<file path="config.mk">
export PLATFORM = sky130hd
export DESIGN_NAME = aq32_sram_ctrl
export DESIGN_NICKNAME = d
export VERILOG_FILES = /design/src/rtl/aq32_sram_ctrl_pkg.sv /design/src/rtl/aq32_sram_ctrl.sv
export SDC_FILE = /design/constraint.sdc
export NUM_CORES = 1
export LEC_CHECK = 0
export CORE_MARGIN = 2
export CORE_UTILIZATION = 43
export DETAILED_ROUTE_END_ITERATION = 7
export MAX_ROUTING_LAYER = met4
export PLACE_DENSITY = 0.71
export SLEW_MARGIN = 5
export SYNTH_ARGS = -nofsm -noshare
export SYNTH_HDL_FRONTEND = slang
export SYNTH_SLANG_ARGS = --single-unit
export TNS_END_PERCENT = 1
</file>
<file path="constraint.sdc">
create_clock -name clk -period 3.6 [get_ports clk]
set_input_delay 0.54 -clock clk [delete_from_list [all_inputs] [get_ports clk]]
set_output_delay 0.54 -clock clk [all_outputs]
set_load 0.03 [all_outputs]
</file>
<file path="src/rtl/aq32_sram_ctrl_pkg.sv">
// aq32_sram_ctrl_pkg
// Shared definitions for the AQ32 word-bus to x8 SRAM bridge:
//   - SRAM_AW / WORD_AW : byte and word address widths of the 512KB SRAM
//   - state_e           : byte sequencer states
//   - find_byte()       : picks the next enabled byte lane for writes
package aq32_sram_ctrl_pkg;

    localparam int SRAM_AW = 19;
    localparam int WORD_AW = SRAM_AW - 2;

    typedef enum logic [2:0] {
        ST_IDLE,
        ST_RD,
        ST_WR_SETUP,
        ST_WR_PULSE,
        ST_WR_HOLD,
        ST_DONE
    } state_e;

    // Returns {found, lane}: the lowest set lane of sel at or above start.
    // start may be 4, meaning "past the last lane", which always yields found=0.
    function automatic logic [2:0] find_byte(input logic [3:0] sel, input logic [2:0] start);
        logic [2:0] r;
        r = 3'b000;
        for (int i = 3; i >= 0; i--) begin
            if (sel[i] && (i >= int'(start))) begin
                r = {1'b1, 2'(i)};
            end
        end
        return r;
    endfunction

endpackage

</file>
<file path="src/rtl/aq32_sram_ctrl.sv">
// aq32_sram_ctrl
// Serialises 32-bit AQ32 bus accesses into four byte cycles on an external
// 512KB x8 SRAM. Reads always fetch all four bytes; writes only touch lanes
// enabled in bus_bytesel. Every output is a flop.
// Ports:
//   clk, reset                 : clock and synchronous active-high reset
//   bus_addr/wrdata/bytesel    : word address, write data, write byte enables
//   bus_wren, bus_strobe       : request qualifiers (held until bus_ack)
//   bus_ack, bus_rddata        : one-cycle completion pulse, read word
//   ram_a, ram_ce_n/we_n/oe_n  : SRAM address and strobes
//   ram_d_out, ram_d_oe        : write data and drive enable for the ebus_d pad
//   ram_d_in                   : ebus_d pad input
module aq32_sram_ctrl
    import aq32_sram_ctrl_pkg::*;
#(
    parameter int RD_CYCLES = 2,
    parameter int WE_CYCLES = 2
) (
    input  logic               clk,
    input  logic               reset,
    input  logic [WORD_AW-1:0] bus_addr,
    input  logic [31:0]        bus_wrdata,
    input  logic [3:0]         bus_bytesel,
    input  logic               bus_wren,
    input  logic               bus_strobe,
    output logic               bus_ack,
    output logic [31:0]        bus_rddata,
    output logic [SRAM_AW-1:0] ram_a,
    output logic               ram_ce_n,
    output logic               ram_we_n,
    output logic               ram_oe_n,
    output logic [7:0]         ram_d_out,
    output logic               ram_d_oe,
    input  logic [7:0]         ram_d_in
);

    localparam int CNT_MAX = (RD_CYCLES > WE_CYCLES) ? RD_CYCLES : WE_CYCLES;
    localparam int CNT_W   = (CNT_MAX > 1) ? $clog2(CNT_MAX) : 1;
    localparam logic [CNT_W-1:0] RD_LAST = CNT_W'(RD_CYCLES - 1);
    localparam logic [CNT_W-1:0] WE_LAST = CNT_W'(WE_CYCLES - 1);

    state_e              state_q, state_d;
    logic [1:0]          idx_q, idx_d;
    logic [CNT_W-1:0]    cnt_q, cnt_d;
    logic [WORD_AW-1:0]  addr_q, addr_d;
    logic [31:0]         wrdata_q, wrdata_d;
    logic [3:0]          bytesel_q, bytesel_d;
    logic [23:0]         rd_buf_q, rd_buf_d;
    logic [31:0]         rddata_q, rddata_d;
    logic [SRAM_AW-1:0]  ram_a_q, ram_a_d;
    logic                ce_n_q, ce_n_d;
    logic                we_n_q, we_n_d;
    logic                oe_n_q, oe_n_d;
    logic [7:0]          d_out_q, d_out_d;
    logic                d_oe_q, d_oe_d;
    logic                ack_q, ack_d;
    logic [2:0]          lane;

    // Sequencer next-state. Reads/writes are distinguished by the state path
    // taken at accept time, so wren itself need not be kept.
    always_comb begin
        state_d   = state_q;
        idx_d     = idx_q;
        cnt_d     = cnt_q;
        addr_d    = addr_q;
        wrdata_d  = wrdata_q;
        bytesel_d = bytesel_q;
        rd_buf_d  = rd_buf_q;
        rddata_d  = rddata_q;
        lane      = 3'b000;

        case (state_q)
            ST_IDLE: begin
                if (bus_strobe) begin
                    addr_d    = bus_addr;
                    wrdata_d  = bus_wrdata;
                    bytesel_d = bus_bytesel;
                    cnt_d     = '0;
                    if (bus_wren) begin
                        lane = find_byte(bus_bytesel, 3'd0);
                        if (lane[2]) begin
                            state_d = ST_WR_SETUP;
                            idx_d   = lane[1:0];
                        end else begin
                            state_d = ST_DONE;
                        end
                    end else begin
                        state_d = ST_RD;
                        idx_d   = 2'd0;
                    end
                end
            end
            ST_RD: begin
                if (cnt_q == RD_LAST) begin
                    cnt_d = '0;
                    if (idx_q == 2'd3) begin
                        // Publish the whole word at once so bus_rddata only
                        // changes when a read completes.
                        rddata_d = {ram_d_in, rd_buf_q};
                        state_d  = ST_DONE;
                    end else begin
                        rd_buf_d[{idx_q, 3'b000} +: 8] = ram_d_in;
                        idx_d = idx_q + 2'd1;
                    end
                end else begin
                    cnt_d = cnt_q + 1'b1;
                end
            end
            ST_WR_SETUP: begin
                state_d = ST_WR_PULSE;
                cnt_d   = '0;
            end
            ST_WR_PULSE: begin
                if (cnt_q == WE_LAST) begin
                    state_d = ST_WR_HOLD;
                end else begin
                    cnt_d = cnt_q + 1'b1;
                end
            end
            ST_WR_HOLD: begin
                lane = find_byte(bytesel_q, {1'b0, idx_q} + 3'd1);
                if (lane[2]) begin
                    state_d = ST_WR_SETUP;
                    idx_d   = lane[1:0];
                end else begin
                    state_d = ST_DONE;
                end
            end
            ST_DONE: begin
                state_d = ST_IDLE;
            end
            default: begin
                state_d = ST_IDLE;
            end
        endcase
    end

    // Pin values are decoded from the *next* state so they can be registered
    // and still line up with the state they belong to. Address and write data
    // only move on entry to RD or WR_SETUP, where we_n is high, so we_n never
    // falls on an address change. Outside an access the address and data just
    // hold.
    always_comb begin
        ce_n_d  = 1'b1;
        we_n_d  = 1'b1;
        oe_n_d  = 1'b1;
        d_oe_d  = 1'b0;
        ack_d   = 1'b0;
        ram_a_d = ram_a_q;
        d_out_d = d_out_q;

        case (state_d)
            ST_RD: begin
                ce_n_d  = 1'b0;
                oe_n_d  = 1'b0;
                ram_a_d = {addr_d, idx_d};
            end
            ST_WR_SETUP, ST_WR_PULSE, ST_WR_HOLD: begin
                ce_n_d  = 1'b0;
                d_oe_d  = 1'b1;
                we_n_d  = (state_d != ST_WR_PULSE);
                ram_a_d = {addr_d, idx_d};
                d_out_d = wrdata_d[{idx_d, 3'b000} +: 8];
            end
            ST_DONE: begin
                ack_d = 1'b1;
            end
            default: begin
            end
        endcase
    end

    // State and output registers.
    always_ff @(posedge clk) begin
        if (reset) begin
            state_q   <= ST_IDLE;
            idx_q     <= 2'd0;
            cnt_q     <= '0;
            addr_q    <= '0;
            wrdata_q  <= '0;
            bytesel_q <= '0;
            rd_buf_q  <= '0;
            rddata_q  <= '0;
            ram_a_q   <= '0;
            ce_n_q    <= 1'b1;
            we_n_q    <= 1'b1;
            oe_n_q    <= 1'b1;
            d_out_q   <= '0;
            d_oe_q    <= 1'b0;
            ack_q     <= 1'b0;
        end else begin
            state_q   <= state_d;
            idx_q     <= idx_d;
            cnt_q     <= cnt_d;
            addr_q    <= addr_d;
            wrdata_q  <= wrdata_d;
            bytesel_q <= bytesel_d;
            rd_buf_q  <= rd_buf_d;
            rddata_q  <= rddata_d;
            ram_a_q   <= ram_a_d;
            ce_n_q    <= ce_n_d;
            we_n_q    <= we_n_d;
            oe_n_q    <= oe_n_d;
            d_out_q   <= d_out_d;
            d_oe_q    <= d_oe_d;
            ack_q     <= ack_d;
        end
    end

    assign bus_ack    = ack_q;
    assign bus_rddata = rddata_q;
    assign ram_a      = ram_a_q;
    assign ram_ce_n   = ce_n_q;
    assign ram_we_n   = we_n_q;
    assign ram_oe_n   = oe_n_q;
    assign ram_d_out  = d_out_q;
    assign ram_d_oe   = d_oe_q;

endmodule

</file>
==> out/metrics.csv <==
metric,value,unit
post-route-period-util,0.816,
cpMostUsedCell,o211ai_1,
rows,43,
syn_inst,713,
die_w,122,um
synth.distinct_cells,45,
yosysWarnings,0,
grt_pass1_vias,5057,
top_layer_used,met4,
fin_util,0.572,
synth_nets,785,
root_buffer,clkbuf_16,
area.sequential,0.00294,sq mm
max_freq,0.341,GHz
fin_ws,664,ps
wl_per_cell,14.5,um
skew,4.57,ps
grt_start_max_net_pins,73,
grtUsageTotal,0.208,
multi_input_area,0.00281,sq mm
antenna_found_initial,0,
grt_pass1_wl,23700,um
synth_ff_type,dfxtp_1,
slew_headroom,0.268,
final_layout_size_suffix_gt1_frac,0.0759,
rrSetupSlack,660,ps
detail-route-antenna-nets,0,
status,"finished, final reports clean",
drt_wl_total,14600,um
final_common_cell,nand2_1,
async_flop_share,0,
gp_congestion,0.889,
layout_common_cells,"205 x nand2_1, 147 x dfxtp_1, 127 x clkdlybuf4s50_1",
post-cts-setup-buffers,0,
ir_worst_vdd,326,uV
syn-cell-area,0.00596,sq mm
cts_buffer_depth,2,
grt_overflow_total,0,
cp-start-kind,flip-flop,
tns,0,ps
fin_nets,892,
drt_iter0_drc,313,
place_area,0.00732,sq mm
hold_path_class,flip-flop to flip-flop,
dieArea,0.0148,sq mm
crit_fanout,33,
antenna_cells,0,
cts_made_buffers,17,
cp.required,3880,ps
io_pins,129,
vias,5269,
core-area,0.0137,sq mm
rsz0062_at_grt,false,
htreeDepth,4,
firstDrtPassIters,5,
clock_sinks,147,
setup_violations,0,
post-dp-hpwl,10200,um
hold_buffers,0,
fin_crit,2940,ps
place_worst_setup_slack,457,ps
drv_cap,0,
ys_ff_latch,147,
via_per_inst,5.22,
io_buffers,128,
wl_met3,895,um
synth_edf_count,0,
path_cells,"inv_1, ha_1, and2_1, o21ai_1, o211ai_1, a21oi_4, buf_4, a21oi_1, o21ai_0, o211ai_1",
avgSynthCellArea,8.37,sq um
final.fill_count,1247,
cts_tree,done,
remaining_drc_errors,0,
cp_slowest_cell,dfxtp_1,
dr_wl_met2,7190,um
postLayoutCellArea,0.00784,sq mm
wl_met1,6200,um
cts.clk_slew.worst_paths,60,ps
crit_path_max_incr_delay,570,ps
power_leakage,2.77,nW
worstMarginPinSlew,1100,ps
syn_to_final_growth,31.5,%
p_per_area,517,mW/mm^2
endpoint_kind,flip-flop,
hold_violations,0,
crit_type,flip-flop to flip-flop,
die_h,122,um
yosysSeqAreaShare,0.493,
p_total,4.06,mW
arrival,3220,ps
clock_latency,420,ps
initial_core_util,0.435,
drv_slew,0,
ctsResizeCount,0,
[per-stage QoR]
| step | std cells | hold WS (ps) |
|---|---|---|
| 2_1_floorplan | 713 | 432 |
| 3_3_place_gp | 981 | 441 |
| 3_5_place_dp | 981 | 445 |
| 4_1_cts | 1010 | 453 |
| 5_1_grt | 1010 | 476 |
| 6_report | 1010 | 451 |
[kinds of logic after synthesis]
group | after synthesis | share of synthesized area
AO/OA/AOI/OAI | 162 | 0.155
adder cells (fa/ha/maj) | 7 | 0.0147
buffers and inverters | 51 | 0.0375
flip-flops | 147 | 0.493
multiplexers | 45 | 0.0806
AND/OR/NAND/NOR | 301 | 0.219
[power breakdown]
| group | internal, mW | switching, mW |
|---|---|---|
| registers | 1.73 | 0.0550 |
| logic | 0.322 | 0.408 |
| clock network | 0.897 | 0.650 |
[area by class of cell]
type,count,share of cell area
Sequential cell,147,0.375
Multi-Input combinational cell,515,0.358
Timing Repair Buffer,136,0.171
Clock buffer,19,0.0578
Tap cell,180,0.0287
Clock inverter,10,0.00814
Inverter,3,0.00144
[path summary, 6_finish.rpt]
check | from | endpoint | depth (start not counted)
worst max-delay path | idx_q[0] | ram_d_out[2] | 10
worst min-delay path | bus_rddata[11] | bus_rddata[11] | 2
worst min register to register | bus_rddata[11] | bus_rddata[11] | 2
worst max register to register | idx_q[0] | ram_d_out[2] | 10
[routing by layer]
metal / global-route usage / vias up
met4: 0.0733 / 0
met1: 0.237 / 2493
li1: - / 2600
met5: - / -
met3: 0.0651 / 25
met2: 0.345 / 151
[sequential cells by signal, indices dropped and copies added (netlist names)]
| name | cells |
|---|---|
| bus_rddata | 32 |
| wrdata_q | 32 |
| rd_buf_q | 24 |
| ram_a | 19 |
| addr_q | 17 |
| ram_d_out | 8 |
| bytesel_q | 4 |
| state_q | 3 |
| idx_q | 2 |
| bus_ack | 1 |
| cnt_q | 1 |
| ram_ce_n | 1 |
| ram_d_oe | 1 |
| ram_oe_n | 1 |
| ram_we_n | 1 |
[cell usage after synthesis, drive strengths merged, types with 2 or more instances]
master | number | share of area
a211oi | 3 | 0.0038
a21boi | 7 | 0.0088
a21oi | 121 | 0.11
and2 | 8 | 0.0084
and3 | 2 | 0.0021
buf | 10 | 0.012
clkbuf | 38 | 0.024
dfxtp | 147 | 0.49
ha | 7 | 0.015
inv | 3 | 0.0019
mux2 | 24 | 0.045
mux2i | 21 | 0.035
nand2 | 205 | 0.13
nand2b | 2 | 0.0021
nand3 | 28 | 0.023
nand4 | 2 | 0.0021
nor2 | 19 | 0.012
nor2b | 24 | 0.025
nor3b | 4 | 0.0050
o211ai | 9 | 0.011
o21ai | 11 | 0.0092
o21ba | 2 | 0.0034
[critical path, delay by kind of cell (launching register included)]
kind | cells | cell delay, ps
AOI/OAI and AO/OA | 6 | 1210
adders and majority gates | 1 | 280
DFF | 1 | 570
buffers and inverters | 2 | 550
and+or+nand+nor | 1 | 170
(Power assumes the default switching activity.)
